<file path="src/rtl/div_unit.sv">
// Multicycle 32-bit restoring divider for MIPS div: 33-cycle latency, HI=remainder, LO=quotient.
// Optional DIV_DIVU_EN adds a divu input selecting unsigned operation.
module div_unit (
  input  logic        clk,
  input  logic        reset,
  input  logic        start,
  input  logic [31:0] A,
  input  logic [31:0] B,
`ifdef DIV_DIVU_EN
  input  logic        divu,
`endif
  output logic [31:0] hi,
  output logic [31:0] lo,
  output logic        busy,
  output logic        done,
  output logic        div_zero
);

  typedef enum logic [1:0] {IDLE, CALC, FIX} state_t;

  state_t      state, state_nxt;
  logic [31:0] rem, quo, dvsr;
  logic [4:0]  cnt;
  logic        neg_q, neg_r;

  logic        uns_in;
  logic        a_neg, b_neg;
  logic [31:0] a_abs, b_abs;
  logic        start_ok, start_dz;
  logic [32:0] sh;
  logic        ge;
  logic [31:0] rem_nxt;

`ifdef DIV_DIVU_EN
  assign uns_in = divu;
`else
  assign uns_in = 1'b0;
`endif

  // Magnitude of 0x80000000 is 0x80000000 read as unsigned, so the overflow case wraps naturally.
  assign a_neg    = !uns_in && A[31];
  assign b_neg    = !uns_in && B[31];
  assign a_abs    = a_neg ? -A : A;
  assign b_abs    = b_neg ? -B : B;
  assign start_ok = (state == IDLE) && start && (B != 32'd0);
  assign start_dz = (state == IDLE) && start && (B == 32'd0);

  // Shifted remainder needs 33 bits when an unsigned divisor exceeds 2^31.
  assign sh      = {rem, quo[31]};
  assign ge      = (sh >= {1'b0, dvsr});
  assign rem_nxt = ge ? (sh[31:0] - dvsr) : sh[31:0];

  always_comb begin
    state_nxt = state;
    case (state)
      IDLE:    if (start_ok) state_nxt = CALC;
      CALC:    if (cnt == 5'd0) state_nxt = FIX;
      FIX:     state_nxt = IDLE;
      default: state_nxt = IDLE;
    endcase
  end

  always_ff @(posedge clk or posedge reset) begin
    if (reset) begin
      state    <= IDLE;
      rem      <= '0;
      quo      <= '0;
      dvsr     <= '0;
      cnt      <= '0;
      neg_q    <= 1'b0;
      neg_r    <= 1'b0;
      hi       <= '0;
      lo       <= '0;
      busy     <= 1'b0;
      done     <= 1'b0;
      div_zero <= 1'b0;
    end else begin
      state    <= state_nxt;
      busy     <= (state_nxt != IDLE);
      done     <= (state == FIX);
      div_zero <= start_dz;
      case (state)
        IDLE: if (start_ok) begin
          rem   <= '0;
          quo   <= a_abs;
          dvsr  <= b_abs;
          cnt   <= 5'd31;
          neg_q <= a_neg ^ b_neg;
          neg_r <= a_neg;
        end
        CALC: begin
          rem <= rem_nxt;
          quo <= {quo[30:0], ge};
          cnt <= cnt - 5'd1;
        end
        FIX: begin
          lo <= neg_q ? -quo : quo;
          hi <= neg_r ? -rem : rem;
        end
        default: ;
      endcase
    end
  end

endmodule
</file>
<file path="config.mk">
export PLATFORM = sky130hd
export DESIGN_NAME = div_unit
export DESIGN_NICKNAME = d
export VERILOG_FILES = /design/src/rtl/div_unit.sv
export SDC_FILE = /design/constraint.sdc
export NUM_CORES = 1
export LEC_CHECK = 0
export BUFFER_PORTS_ARGS = -buffer_cell sky130_fd_sc_hd__clkbuf_2
export CAP_MARGIN = 20
export CORE_UTILIZATION = 45
export CTS_CLUSTER_SIZE = 12
export DETAILED_ROUTE_END_ITERATION = 10
export GPL_TIMING_DRIVEN = 0
export PLACE_DENSITY = 0.75
export SETUP_SLACK_MARGIN = 0.02
export SLEW_MARGIN = 20
export SYNTH_ARGS = -nofsm -noshare
export SYNTH_HDL_FRONTEND = slang
export SYNTH_SLANG_ARGS = --single-unit
</file>
<file path="constraint.sdc">
create_clock -name clk -period 7.6 [get_ports clk]
set_input_delay 0.38 -clock clk [delete_from_list [all_inputs] [get_ports clk]]
set_output_delay 0.38 -clock clk [all_outputs]
set_load 0.01 [all_outputs]
</file>
# Word level (Yosys, flattened, before mapping)
# Index checks and enable logic that the tools add are counted.
word_totals:
  regBits: 172
  word_cells: 48
  out_inout_bits: 67
  in_bits: 67
classes:
  muxes: 14
  n_reduce_logical: 11
  n_eq_ne: 3
  add_sub_neg: 6
  bitwise_logic: 1
  magnitude_cmp: 1
op_table:
  columns: ["operator", "count"]
  rows:
  - ["32-bit two-way mux", 7]
  - ["32-bit negator", 4]
  - ["32-bit one-hot mux with 2 select lines", 2]
  - ["33-bit by 32-bit >= comparator with 1-bit output", 1]
  - ["32-bit logical NOT", 1]
  - ["32-bit nonzero test", 1]
  - ["32-bit subtractor", 1]
  - ["5-bit one-hot mux with 2 select lines", 1]
  - ["5-bit logical NOT", 1]
  - ["5-bit two-way mux", 1]
  - ["5-bit by 1-bit subtractor with 5-bit output, second input constant", 1]
  - ["2-bit two-way mux", 2]
  - ["2-bit one-hot mux with 2 select lines", 1]
  - ["2-bit AND reduction", 2]
  - ["2-bit nonzero test", 2]
  - ["1-bit logical AND", 3]
  - ["2-bit by 1-bit equality test with 1-bit output, second input constant", 1]
  - ["2-bit equality test, second input constant", 1]
  - ["2-bit logical NOT", 1]
  - ["2-bit != test, second input constant", 1]
  - ["1-bit bitwise XOR", 1]

# Longest topological paths before layout
# Gate-level depths: netlist (run 1).
depth:
  depth_word: 6
  ltp_mapped: 13
  depth_no_buf: 13

# Worst setup path after synthesis (run 1)
# No wires, ideal clock.
synth_timing:
  kind: "register to register"
  start: "reg rem[5]"
  end: "reg hi[30]"
  setup_ps: 129
  required_time_ps: 7471
  n_path_buf: 0
  slack_ps: 4396
  synth_period_minus_slack_ps: 3204
  path_stages_with_launch: 10
  arrival_time_ps: 3075
  path_cell_list: "dfrtp_1 > or3_4 > or4_4 > nand2b_4 > or4_1 > or4_4 > or3_4 > o31ai_2 > xor2_1 > o21ai_1"
synth_between:
  elab_chain_len: 2
synth_lines:
  columns: ["item", "line_no", "text"]
  rows:
  - ["start, declared", "22", "logic [31:0] rem, quo, dvsr;"]
  - ["start signal, assigned", "92", "rem <= rem_nxt;"]
  - ["32-bit negator", "98", "hi <= neg_r ? -rem : rem;"]
  - ["32-bit two-way mux", "98", null]
  - ["end signal, assigned", "98", null]
  - ["end, declared", "12", "output logic [31:0] hi,"]
# No other way between the ends.
# A chain may end at the register's enable or synchronous reset.

# Worst setup path after layout (run 1)
layout_timing:
  start: "reg quo[31]"
  end: "reg rem[28]"
layout_between:
  elab_chain_len: 3
  word_cells_on_any_way: 4
  cone_classes: "1 x add/sub; 1 x order compare; 2 x mux"
layout_lines:
  columns: ["item", "line_no", "text"]
  rows:
  - ["start, declared", "22", null]
  - ["start signal, assigned", "85", "quo <= a_abs;"]
  - ["start signal, assigned", "93", "quo <= {quo[30:0], ge};"]
  - ["32-bit subtractor or 33-bit by 32-bit >= comparator with 1-bit output (tied branches)", "51, 50", null]
  - ["32-bit two-way mux *", "51", "assign rem_nxt = ge ? (sh[31:0] - dvsr) : sh[31:0];"]
  - ["32-bit one-hot mux with 2 select lines *", "82", "case (state)"]
# Every way passes the cells marked *; elsewhere a longest branch is shown, timed or not.

==> impl_metrics.csv, run 1 <==
group,metric,value,unit
yosys,yosysSeqAreaShare,39.6,%
clock_tree,post_cts_resized,0,
timing,period_share,52.1,%
floorplanning,die_h,157,µm
power,p_leak,5.66,nW
worst_setup_path,r2r_cells,12,
finish,num_antenna_cells,0,
routing,drt_iter0_markers,724,
floorplanning,initial_core_util,46.1,%
worst_setup_path,critPathMaxFanout,3,
finish,fillers,2262,
clock_tree,cts_setup_buffers,0,
min_path,hp-class,"input port to async pin",
global_routing,grt_pass1_wl,48.2,mm
finish,final_util,53.2,%
yosys,synth_warnings,0,
timing,tns,0,ns
power,power.density,443,mW/mm²
finish,regArea,0.00430,mm²
worst_setup_path,arrival,4.32,ns
yosys,synthesis.instances,1256,
clock_tree,numCtsBuffers,17,
global_routing,grt_pass1_vias,9290,
global_routing,grt_max_degree,103,
placement,dpl_cell_area,0.0120,mm²
yosys,netlist_area,0.0109,mm²
job,maxCapViolCount,0,
clock_tree,path_clk_slew,0.07,ns
timing,clock.fmax,253,MHz
timing,final-setup-viol-count,0,
routing,drcViolationCount,0,
timing,whs,-0.0340,ns
yosys,synth_top_area_share,39.6,%
clock_tree,clock_latency,0.45,ns
power,intPower,2.99,mW
yosys,synth_area_leaders,"dfrtp_1 (40%), o21ai_0 (8.6%), xor2_1 (7.5%)",
status,outcome,"complete, but fails checks",
timing,drv_slew,0,
timing,hold_viol_final,12,
power,pwr-share-comb,54.9,%
worst_setup_path,r2r_start,"quo[31]",
yosys,synth_seq_cells,172,
global_routing,grt.total_usage,24.9,%
timing,skew,0.0232,ns
routing,via_per_inst,5.59,
timing,relSlewSlack,47.2,%
worst_setup_path,timing.rr.end,"rem[28]",
global_routing,grt_overflow,0,
finish,nets,1514,
finish,final_area,0.0125,mm²
power,p_sw,2.56,mW
power,ir_drop,164,µV
worst_setup_path,required,7.96,ns
placement,dp_hpwl,22.8,mm
routing,first_pass_iters,7,
finish,area_growth,15.3,%
placement,dp_cells,1709,
worst_setup_path,cp-start-kind,"flip-flop",
power,p_clk_share,15.3,%
routing,drt.antenna.violating_nets,0,
worst_setup_path,path_class,"flip-flop to flip-flop",
yosys,ys.flop_type,"dfrtp_1",
worst_setup_path,crit_path_end_kind,"flip-flop",
routing,vias,9733,
global_routing,antenna_found_initial,0,
power,switching_share,46.1,%
yosys,syn_nets,1361,
yosys,async_reset_ff_share,100,%
yosys,yosysTopAreaCell,"dfrtp_1",
clock_tree,holdBufCountCts,0,
timing,worstMarginPinSlew,0.772,ns
floorplanning,die_area,0.0248,mm²
yosys,yosysMostFrequentCell,"o21ai_0",
clock_tree,cts.htree.levels,4,
routing,wl_per_cell,17.1,µm
yosys,netlist_top_cells_count,"o21ai_0 (186), nand2_1 (184), dfrtp_1 (172)",
clock_tree,clock_sinks,172,
placement,port_buffers,133,
power,p_seq_share,29.9,%
timing,rsz0062_at_grt,"no",
yosys,synth_edf_count,0,
yosys,syn_area_per_cell,8.65,µm²
clock_tree,cts_tree,"done",
clock_tree,clock-root-buffer,"clkbuf_16",
finish,stdcell_count,1741,
placement,gp_congestion,0.918,
timing,finalCriticalPeriod,3.96,ns
status,failed_checks,"negative hold slack",
floorplanning,io-pin-count,134,
floorplanning,coreArea,0.0235,mm²
floorplanning,rows,56,
clock_tree,clock_path_buffers,2,
finish,drive_gt1_share,13.4,%
yosys,synth.distinct_cells,60,
routing,wl,29.7,mm
finish,multi_input_area,0.00609,mm²
floorplanning,die_w,157,µm
worst_setup_path,regToRegSetupSlack,3.64,ns
power groups by stage:
stage / clock network (mW) / registers [mW] / logic [mW]
2_1_floorplan: 0 / 1.56 / 2.28
5_1_grt: 0.892 / 1.70 / 3.40
4_1_cts: 0.853 / 1.64 / 3.02
3_3_place_gp: 0 / 1.64 / 2.95
3_5_place_dp: 0 / 1.66 / 2.99
6_report: 0.848 / 1.66 / 3.04
per-layer routing:
layer  share of wire (%)  global-route usage [%]  vias up
met2                  44                    38.0      297
met4                 2.0                    7.95        0
met1                  48                    36.7     4607
met5                   0                       0        -
li1                    -                       -     4787
met3                 5.6                    3.00       42
worst max-delay path: stages, from the launching register on:
cell       delay, ns
dfrtp_1         0.41
inv_1           0.12
ha_1            0.19
inv_1           0.06
fa_1            0.41
a21o_1          0.19
a221o_1         0.36
a2111oi_0       0.74
nor3_1          0.21
o311ai_0        0.49
a21oi_1         0.18
nor4bb_1        0.36
a221o_1         0.16
cell usage in the layout (no fill, tap or decap), types with 15 or more instances in the layout:
cell       count
nor2_1        60
inv_1         55
or4_1         19
clkbuf_1      57
clkbuf_16     17
clkbuf_2     133
ha_1          37
a21o_1        19
o21ai_0      186
o31ai_1       28
a221o_1       15
mux2i_1       19
o41ai_1       17
a21oi_1       62
nand2_1      184
nand3_1       15
xor2_1        93
xnor2_1       53
a22oi_1       18
dfrtp_1      172
sequential cells by signal, indices dropped and copies added (netlist names):
| name | cells |
|---|---|
| busy | 1 |
| quo | 32 |
| lo | 32 |
| neg_r | 1 |
| dvsr | 32 |
| hi | 32 |
| rem | 32 |
| neg_q | 1 |
| state | 2 |
| done | 1 |
| cnt | 5 |
| div_zero | 1 |
worst max path at each step:
stage / start / endpoint / depth (start not counted)
after floorplan: reset / busy / 1
after global placement: reset / hi[11] / 2
after detailed placement: quo[31] / rem[30] / 13
after CTS: quo[31] / rem[30] / 13
after global routing: quo[31] / rem[30] / 13
final: quo[31] / rem[28] / 12
logic make-up after synthesis:
group / count (synthesis) / synth area share [%]
and+or+nand+nor: 368 / 16.0
muxes: 19 / 1.75
AOI/OAI and AO/OA: 390 / 22.1
xor gates and xnor gates: 146 / 11.8
adders and majority gates: 38 / 4.45
buffers and inverters: 123 / 4.30
DFF: 172 / 39.6
metrics by stage:
step | power [mW] | setup slack [ns] | hold slack, ns
floorplan | 3.83 | 2.56 | 0.446
global placement | 4.58 | 0.756 | 0.458
detailed placement | 4.65 | 3.72 | 0.467
CTS | 5.52 | 3.65 | 0.00246
global route | 5.99 | 3.40 | 0.0247
finish | 5.55 | 3.64 | -0.0340
area by class of cell:
type                            count  area share, %
Buffer                             67           2.05
Clock buffer                       21           3.60
Clock inverter                     11          0.889
Inverter                           56           1.74
Multi-Input combinational cell    961           48.6
Sequential cell                   172           34.4
Tap cell                          319           3.19
Timing Repair Buffer              134           5.53
Power figures use the tool's default switching activity.
==> run 2, diff against run 1 <==
--- a/config.mk
+++ b/config.mk
@@ -11,7 +11,7 @@
 export CTS_CLUSTER_SIZE = 12
 export DETAILED_ROUTE_END_ITERATION = 10
 export GPL_TIMING_DRIVEN = 0
-export PLACE_DENSITY = 0.75
+export PLACE_DENSITY = 0.78
 export SETUP_SLACK_MARGIN = 0.02
 export SLEW_MARGIN = 20
 export SYNTH_ARGS = -nofsm -noshare
==> constraint.sdc (replaced) <==
create_clock -name clk -period 3.6 [get_ports clk]
set_input_delay 0.18 -clock clk [delete_from_list [all_inputs] [get_ports clk]]
set_output_delay 0.18 -clock clk [all_outputs]
set_load 0.01 [all_outputs]
==> impl_metrics.csv, run 2 (synthesized netlist as in run 1, its figures left out) <==
group,metric,value,unit
finish,fillers,2242,
global_routing,grt_pass1_vias,9353,
min_path,min_delay_path_depth,3,
routing,wl,30.5,mm
clock_tree,clock_latency,0.43,ns
power,switching_share,45.7,%
worst_setup_path,path_cells,"or3_1 > or4_1 > nand2b_1 > or4_1 > or4_4 > o31a_1 > a21oi_1 > xor2_1 > o21ai_0",
clock_tree,clock-root-buffer,"clkbuf_16",
power,ir_drop,350,µV
timing,rsz0062_at_grt,"yes",
timing,drv_slew,0,
power,p_clk_share,15.7,%
job,maxCapViolCount,0,
power,intPower,6.50,mW
global_routing,grt.total_usage,25.4,%
routing,first_pass_iters,5,
worst_setup_path,critPathMaxFanout,5,
worst_setup_path,arrival,3.86,ns
finish,layout_common_cells,"o21ai_0 (186), nand2_1 (184), dfrtp_1 (171)",
timing,tns,0,ns
global_routing,antenna_found_initial,0,
timing,finalCriticalPeriod,3.57,ns
placement,dp_hpwl,24.0,mm
worst_setup_path,cp-start-kind,"flip-flop",
finish,layout_commonest_cell,"o21ai_0",
routing,vias,9874,
clock_tree,cts_tree,"done",
power,p_seq_share,29.4,%
clock_tree,cts.htree.levels,4,
clock_tree,cts_setup_buffers,0,
timing,clock.fmax,280,MHz
floorplanning,die_h,157,µm
worst_setup_path,required,3.90,ns
placement,port_buffers,133,
timing,worstMarginPinSlew,0.726,ns
timing,whs,0.0560,ns
floorplanning,io-pin-count,134,
timing,hold_viol_final,0,
clock_tree,clock_path_buffers,2,
floorplanning,die_area,0.0248,mm²
clock_tree,numCtsBuffers,17,
worst_setup_path,cpMaxStageDelayCell,"or4_1",
placement,gp_congestion,0.920,
timing,relSlewSlack,51.6,%
power,p_sw,5.48,mW
global_routing,grt_util_met3,4.27,%
global_routing,grt_max_degree,37,
routing,via_per_inst,5.66,
timing,skew,0.0108,ns
worst_setup_path,path_class,"flip-flop to flip-flop",
routing,wl_per_cell,17.5,µm
worst_setup_path,critPathMostFrequentCell,"or4_1",
min_path,hp-class,"input port to flip-flop",
worst_setup_path,cp_num_cells,9,
finish,nets,1520,
global_routing,grtUsageMet2,39.5,%
global_routing,grt_overflow,0,
worst_setup_path,r2r_cells,9,
routing,drt.antenna.violating_nets,0,
worst_setup_path,cp_num_buf_inv,0,
power,pwr-share-comb,54.9,%
status,outcome,"completed",
finish,num_antenna_cells,0,
worst_setup_path,critical_path.top_delay_family,"simple AND/OR/NAND/NOR gates",
worst_setup_path,cpPeakStageDelay,0.56,ns
routing,drcViolationCount,0,
global_routing,grt-busiest-layer,"met2",
global_routing,grt_pass1_wl,49.0,mm
power,p_leak,5.74,nW
global_routing,grtUsageMet1,36.1,%
clock_tree,path_clk_slew,0.07,ns
finish,area_growth,17.1,%
worst_setup_path,crit_path_end_kind,"flip-flop",
floorplanning,coreArea,0.0235,mm²
finish,final_util,54.0,%
routing,drt_iter0_markers,783,
timing,period_share,99.0,%
finish,drive_gt1_share,14.4,%
floorplanning,die_w,157,µm
power,power.density,942,mW/mm²
clock_tree,clock_sinks,172,
floorplanning,rows,56,
timing,final-setup-viol-count,0,
floorplanning,initial_core_util,46.1,%
run 2: cell types whose count changed in the layout (fill, tap and decap cells not counted), sizes merged:
cell         delta
buf             +4
bufinv          +1
clkbuf          +1
clkinvlp        +1
dlygate4sd3     +2
inv             -4
run 2: path summary, 6_finish.rpt:
| check | from | end | slack, ns |
|---|---|---|---|
| setup / recovery | rem[0] | hi[29] | 0.03 |
| hold / removal | A[27] | quo[27] | 0.06 |
| max in group asynchronous | reset | rem[0] | 2.35 |
| min in group asynchronous | reset | hi[6] | 0.42 |
| hold reg to reg | lo[10] | lo[10] | 0.48 |
| setup reg to reg | rem[0] | hi[29] | 0.03 |
run 2: layout make-up:
| class | instances | area (µm²) | area share, % |
|---|---|---|---|
| Multi-Input combinational cell | 961 | 6140 | 48.3 |
| Sequential cell | 172 | 4310 | 33.8 |
| Timing Repair Buffer | 140 | 793 | 6.24 |
| Clock buffer | 22 | 494 | 3.89 |
| Tap cell | 319 | 399 | 3.14 |
| Buffer | 67 | 260 | 2.05 |
| Inverter | 56 | 214 | 1.68 |
| Clock inverter | 9 | 111 | 0.875 |
run 2: worst register-to-register path: stages (launching register included):
cell and delay, ns:
dfrtp_2 0.46, or3_1 0.48, or4_1 0.56, nand2b_1 0.19, or4_1 0.49, or4_4 0.48, o31a_1 0.34, a21oi_1 0.16
xor2_1 0.20, o21ai_0 0.09
run 2: power groups by stage:
stage | Combinational (mW) | Clock, mW | Sequential, mW
2_1_floorplan | 4.80 | 0 | 3.28
3_3_place_gp | 6.18 | 0 | 3.47
3_5_place_dp | 6.34 | 0 | 3.51
4_1_cts | 6.43 | 1.89 | 3.49
5_1_grt | 7.30 | 1.97 | 3.61
6_report | 6.58 | 1.88 | 3.52
run 2: timing repair:
action,CTS,global route
hold endpoints to repair,27,0
hold buffers,2,0
gates resized for setup,7,8
endpoints found under the setup margin,24,23
pin swaps,0,2
run 2: per-layer routing:
layer,wire (µm),vias to the layer above
met4,651,0
met2,13900,327
li1,-,4779
met5,0,-
met3,1900,50
met1,14100,4718
run 2: stage by stage:
step                      cell area [µm²]  cells  worst slack, ns  power [mW]
after floorplan                     10900   1256            0.396        8.09
after global placement              11900   1708           -0.259        9.65
after detailed placement            12000   1713           -0.248        9.86
after CTS                           12700   1746           0.0414        11.8
after global routing                12700   1746          -0.0673        12.9
final                               12700   1746           0.0348        12.0
